File: config.mk
export PLATFORM = sky130hd
export DESIGN_NAME = render_scheduler
export DESIGN_NICKNAME = d
export VERILOG_FILES = /design/src/rtl/render_scheduler.sv
export SDC_FILE = /design/constraint.sdc
export NUM_CORES = 1
export LEC_CHECK = 0
export BUFFER_PORTS_ARGS = -buffer_cell sky130_fd_sc_hd__clkbuf_2
export CAP_MARGIN = 20
export CORE_MARGIN = 2
export CORE_UTILIZATION = 49
export CTS_CLUSTER_DIAMETER = 100
export DETAILED_ROUTE_END_ITERATION = 12
export GPL_ROUTABILITY_DRIVEN = 0
export PLACE_DENSITY = 0.87
export SYNTH_ARGS = -nofsm -noshare
export SYNTH_HDL_FRONTEND = slang
export SYNTH_SLANG_ARGS = --single-unit
File: constraint.sdc
create_clock -name clock -period 2.89 [get_ports clock]
set_input_delay 0.4335 -clock clock [delete_from_list [all_inputs] [get_ports clock]]
set_output_delay 0.4335 -clock clock [all_outputs]
set_load 0.01 [all_outputs]
File: src/rtl/render_scheduler.sv
// Frame sequencer: once per frame period it snapshots the pose, runs draw_fpv then the
// minimap drawer, and routes the shared grid/VGA ports to whichever client is active.
module render_scheduler #(
  parameter int FRAME_TICKS = 833333,
  parameter int WATCHDOG    = 262143
) (
  input  logic        clock,
  input  logic        reset,
  input  logic        enable,
  input  logic [13:0] player_pos_x_in,
  input  logic [12:0] player_pos_y_in,
  input  logic [7:0]  player_angle_in,
  output logic [13:0] player_pos_x,
  output logic [12:0] player_pos_y,
  output logic [7:0]  player_angle,
  output logic        fpv_start,
  input  logic        fpv_done,
  input  logic [5:0]  fpv_grid_x,
  input  logic [4:0]  fpv_grid_y,
  input  logic [7:0]  fpv_vga_x,
  input  logic [6:0]  fpv_vga_y,
  input  logic [17:0] fpv_vga_colour,
  input  logic        fpv_vga_write,
  output logic        map_start,
  input  logic        map_done,
  input  logic [5:0]  map_grid_x,
  input  logic [4:0]  map_grid_y,
  input  logic [7:0]  map_vga_x,
  input  logic [6:0]  map_vga_y,
  input  logic [17:0] map_vga_colour,
  input  logic        map_vga_write,
  output logic [5:0]  grid_x,
  output logic [4:0]  grid_y,
  output logic [7:0]  vga_x,
  output logic [6:0]  vga_y,
  output logic [17:0] vga_colour,
  output logic        vga_write,
  output logic        frame_done,
  output logic        overrun,
  output logic        timeout,
  output logic        busy
);

  localparam int TW = $clog2(FRAME_TICKS);
  localparam logic [TW-1:0] TIMER_LAST = TW'(FRAME_TICKS - 1);
  // Abort on the cycle whose increment would bring the watchdog to WATCHDOG.
  localparam logic [17:0] WD_LAST = 18'(WATCHDOG - 1);

  typedef enum logic [2:0] {
    IDLE, SNAPSHOT, START_FPV, WAIT_FPV, START_MAP, WAIT_MAP, FRAME_DONE
  } state_t;

  state_t        state_q, state_d;
  logic [TW-1:0] timer_q, timer_d;
  logic          pending_q, pending_d;
  logic [17:0]   wd_q, wd_d;
  logic          timeout_q, timeout_d;
  logic [13:0]   pos_x_q, pos_x_d;
  logic [12:0]   pos_y_q, pos_y_d;
  logic [7:0]    angle_q, angle_d;

  logic          tick;
  logic          launch;
  logic [17:0]   wd_inc;
  logic          wd_hit;

  always_ff @(posedge clock or negedge reset) begin
    if (!reset) begin
      state_q   <= IDLE;
      timer_q   <= '0;
      pending_q <= 1'b0;
      wd_q      <= '0;
      timeout_q <= 1'b0;
      pos_x_q   <= '0;
      pos_y_q   <= '0;
      angle_q   <= '0;
    end else begin
      state_q   <= state_d;
      timer_q   <= timer_d;
      pending_q <= pending_d;
      wd_q      <= wd_d;
      timeout_q <= timeout_d;
      pos_x_q   <= pos_x_d;
      pos_y_q   <= pos_y_d;
      angle_q   <= angle_d;
    end
  end

  assign tick    = (timer_q == TIMER_LAST);
  assign timer_d = tick ? '0 : timer_q + 1'b1;
  assign launch  = (state_q == IDLE) && enable && pending_q;
  // A tick landing on the launch cycle belongs to the next frame, so it wins.
  assign pending_d = tick | (pending_q & ~launch);
  assign overrun   = tick & pending_q;
  assign wd_inc    = (wd_q == '1) ? wd_q : wd_q + 18'd1;
  assign wd_hit    = (wd_q >= WD_LAST);

  always_comb begin
    state_d    = state_q;
    wd_d       = wd_q;
    timeout_d  = timeout_q;
    pos_x_d    = pos_x_q;
    pos_y_d    = pos_y_q;
    angle_d    = angle_q;
    fpv_start  = 1'b0;
    map_start  = 1'b0;
    frame_done = 1'b0;
    busy       = 1'b1;
    case (state_q)
      IDLE: begin
        busy = 1'b0;
        if (launch) state_d = SNAPSHOT;
      end
      SNAPSHOT: begin
        pos_x_d = player_pos_x_in;
        pos_y_d = player_pos_y_in;
        angle_d = player_angle_in;
        state_d = START_FPV;
      end
      START_FPV: begin
        fpv_start = 1'b1;
        wd_d      = '0;
        state_d   = WAIT_FPV;
      end
      WAIT_FPV: begin
        wd_d = wd_inc;
        if (fpv_done) begin
          state_d = START_MAP;
        end else if (wd_hit) begin
          state_d   = START_MAP;
          timeout_d = 1'b1;
        end
      end
      START_MAP: begin
        map_start = 1'b1;
        wd_d      = '0;
        state_d   = WAIT_MAP;
      end
      WAIT_MAP: begin
        wd_d = wd_inc;
        if (map_done) begin
          state_d = FRAME_DONE;
        end else if (wd_hit) begin
          state_d   = FRAME_DONE;
          timeout_d = 1'b1;
        end
      end
      FRAME_DONE: begin
        frame_done = 1'b1;
        state_d    = IDLE;
      end
      default: state_d = IDLE;
    endcase
  end

  // Bus ownership follows the FSM state directly, so reset drops it at once.
  always_comb begin
    grid_x     = '0;
    grid_y     = '0;
    vga_x      = '0;
    vga_y      = '0;
    vga_colour = '0;
    vga_write  = 1'b0;
    case (state_q)
      START_FPV, WAIT_FPV: begin
        grid_x     = fpv_grid_x;
        grid_y     = fpv_grid_y;
        vga_x      = fpv_vga_x;
        vga_y      = fpv_vga_y;
        vga_colour = fpv_vga_colour;
        vga_write  = fpv_vga_write;
      end
      START_MAP, WAIT_MAP: begin
        grid_x     = map_grid_x;
        grid_y     = map_grid_y;
        vga_x      = map_vga_x;
        vga_y      = map_vga_y;
        vga_colour = map_vga_colour;
        vga_write  = map_vga_write;
      end
      default: ;
    endcase
  end

  assign player_pos_x = pos_x_q;
  assign player_pos_y = pos_y_q;
  assign player_angle = angle_q;
  assign timeout      = timeout_q;

endmodule

==> impl_metrics.toml <==
[route]
wl_per_cell_um = 16.1
via_per_inst = 5.48
first_pass_iters = 4
ant_nets = 0
vias = 3730
route.detailed.drc = 0
drtIter0Drc = 142
totalWireLength_um = 11000

[final_layout]
fin_cells = 681
nets = 708
drive_gt1_frac = 0.485
fillers = 620
seq_area_um2 = 1950
diodes = 0
area_growth_pct = 34.5
multiInputGateArea_um2 = 1980

[synthesis]
synth_seq_cells = 78
synthAdderAreaFrac = 0.0125
syn_area_per_cell_um2 = 11.1
ys.warnings.count = 0
ys_async_sr_fraction = 1.00
synth_top_family_by_area = "simple AND/OR/NAND/NOR gates"
synth.top_cells.by_area = "dfrtp_1 (49%), a22o_1 (10%), mux2_2 (8.1%)"
synth_cells = 360
ys_seq_area_frac = 0.487
synth-edff-count = 0
yosys.area_share.simple = 0.163
ys_types = 51
muxShareOfSynthArea = 0.106
yosysTopAreaCell = "dfrtp_1"
synth_compound_gate_area_share = 0.153
synth_top_area_frac = 0.487
ys.flop_type = "dfrtp_1"
synth_commonest_cells = "dfrtp_1 (78), a22o_1 (46), mux2_2 (29), nor2_1 (29), nand2_1 (21)"
syn-cell-area_um2 = 4010
synth-xor-area-share = 0.0521
synth_nets = 494
yosysMostFrequentCell = "dfrtp_1"

[floorplanning]
num_rows = 32
die_y_um = 94.5
initial_core_util = 0.513
die_area_um2 = 8920
ios = 216
die_w_um = 94.5
core-area_um2 = 7810

[cts]
cts_hold_buf = 0
insertion_delay_ps = 350
cts.htree.levels = 3
cts_tree = "done"
cts_root_buffer = "clkbuf_8"
clk_pin_slew_ps = 80
cts_made_buffers = 9
cts.sinks = 78
clock_path_buffers = 2

[power]
peakVddDrop_mv = 0.789
cellPowerDensity_nw_per_um2 = 886
p_leak_nw = 2.79

[timing]
max_slew_margin = 0.363
max_slew.worst_pin.slew_ps = 956
setup-tns-final_ps = 0
period_share = 0.910
finalHoldViolations = 0
finalSetupViolCount = 0
fin_worst_skew_ps = 6.97
min_period_ps = 2630
rsz0062_at_grt = "no"
maxSlewViolCount = 0
fmax_mhz = 380

[setup_path]
critPathLaunchType = "flip-flop"
r2r_cells = 6
r2r_end = "state_q[0]"
crit_buf_inv = 3
slowest_delay_ps = 620
reg2reg_from = "state_q[1]"
slowest_stage = "dfrtp_1"
crit_path_max_fanout = 26
crit_arrival_ps = 2200
criticalPathCategory = "flip-flop to output port"
end_kind = "output port"
crit_family = "buffers and inverters"
reg2reg_slack_ps = 870
crit_chain = "inv_1, nor2_4, buf_4, a22o_1, clkbuf_2"
required_ps = 2460

[global_route]
grt_pass1_wl_um = 16800
grt_pass1_vias = 3641
antenna_found_initial = 0
gr-total-overflow = 0
grt.total_usage = 0.244
grt_max_degree = 79

[place]
dp_hpwl_um = 8400
numPortBuffers = 215
dpl.cell_count = 664

[hold_path]
hold_path.class = "primary input to asynchronous set/reset pin"

[run]
maxCapViolCount = 0

[outcome]
status = "finished clean"
==> per-stage QoR <==
step	utilization	worst slack, ps	total power, mW	cell area, µm²	hold slack (ps)
finish	0.690	260	4.78	5390	222
CTS	0.689	124	4.80	5380	265
global placement	0.664	632	3.90	5190	467
detailed placement	0.664	519	3.99	5190	468
global route	0.690	82.4	5.10	5390	286
floorplan	-	934	3.08	4010	138
==> cell families after synthesis <==
family,after synthesis
AND/OR/NAND/NOR,117
adder cells (fa/ha/maj),4
AO/OA/AOI/OAI,76
multiplexers,38
XOR/XNOR,23
flip-flops,78
buffers and inverters,24
==> area by class of cell <==
| class | instances | area share |
|---|---|---|
| Tap cell | 102 | 0.0237 |
| Inverter | 7 | 0.00487 |
| Clock inverter | 7 | 0.0135 |
| Timing Repair Buffer | 219 | 0.206 |
| Sequential cell | 78 | 0.362 |
| Multi-Input combinational cell | 259 | 0.367 |
| Clock buffer | 9 | 0.0230 |
==> sequential cells by signal, indices dropped and copies added, names as in the netlist <==
register and flops:
pending_q 1, state_q 3, timer_q 20, player_angle 8
player_pos_y 13, timeout 1, wd_q 18, player_pos_x 14
==> worst max-delay path by stage <==
| stage | from | endpoint | slack, ps | depth (start not counted) |
|---|---|---|---|---|
| after floorplan | timer_q[14] | overrun | 930 | 3 |
| after global placement | state_q[2] | grid_x[3] | 630 | 5 |
| after detailed placement | state_q[2] | vga_colour[7] | 520 | 5 |
| after CTS | state_q[2] | vga_colour[14] | 120 | 5 |
| after global routing | state_q[2] | vga_colour[7] | 80 | 5 |
| final | state_q[2] | vga_colour[14] | 260 | 5 |
==> power by group <==
group	internal [mW]	switching, mW
sequential	1.39	0.246
clock	0.400	0.408
combinational	1.10	1.23
total	2.89	1.89
==> metal layers <==
layer | vias up | global-route usage | share of wire | wire (µm)
met2 | 171 | 0.423 | 0.51 | 5570
li1 | 1765 | - | - | -
met1 | 1774 | 0.300 | 0.40 | 4390
met4 | 0 | 0.0906 | 0.021 | 225
met5 | - | 0 | 0 | 0
met3 | 20 | 0.0519 | 0.070 | 772
==> cells in the final DEF (no fill, tap or decap), drive strengths merged, types with 4 or more instances in the layout <==
master,count
nand4,16
dfrtp,78
mux2,35
nor3,7
inv,8
a22o,46
and3,7
nand3,15
nor4,4
ha,4
xor2,12
o21ai,7
xnor2,11
clkbuf,223
a21oi,8
nor2,31
buf,5
nand2,21
==> timing repair <==
action / CTS / global route
setup buffers: 0 / 0
resized for setup: 0 / 1
endpoints found under the hold margin: 0 / 0
setup endpoints to repair: 0 / 26
(Power assumes the default switching activity.)
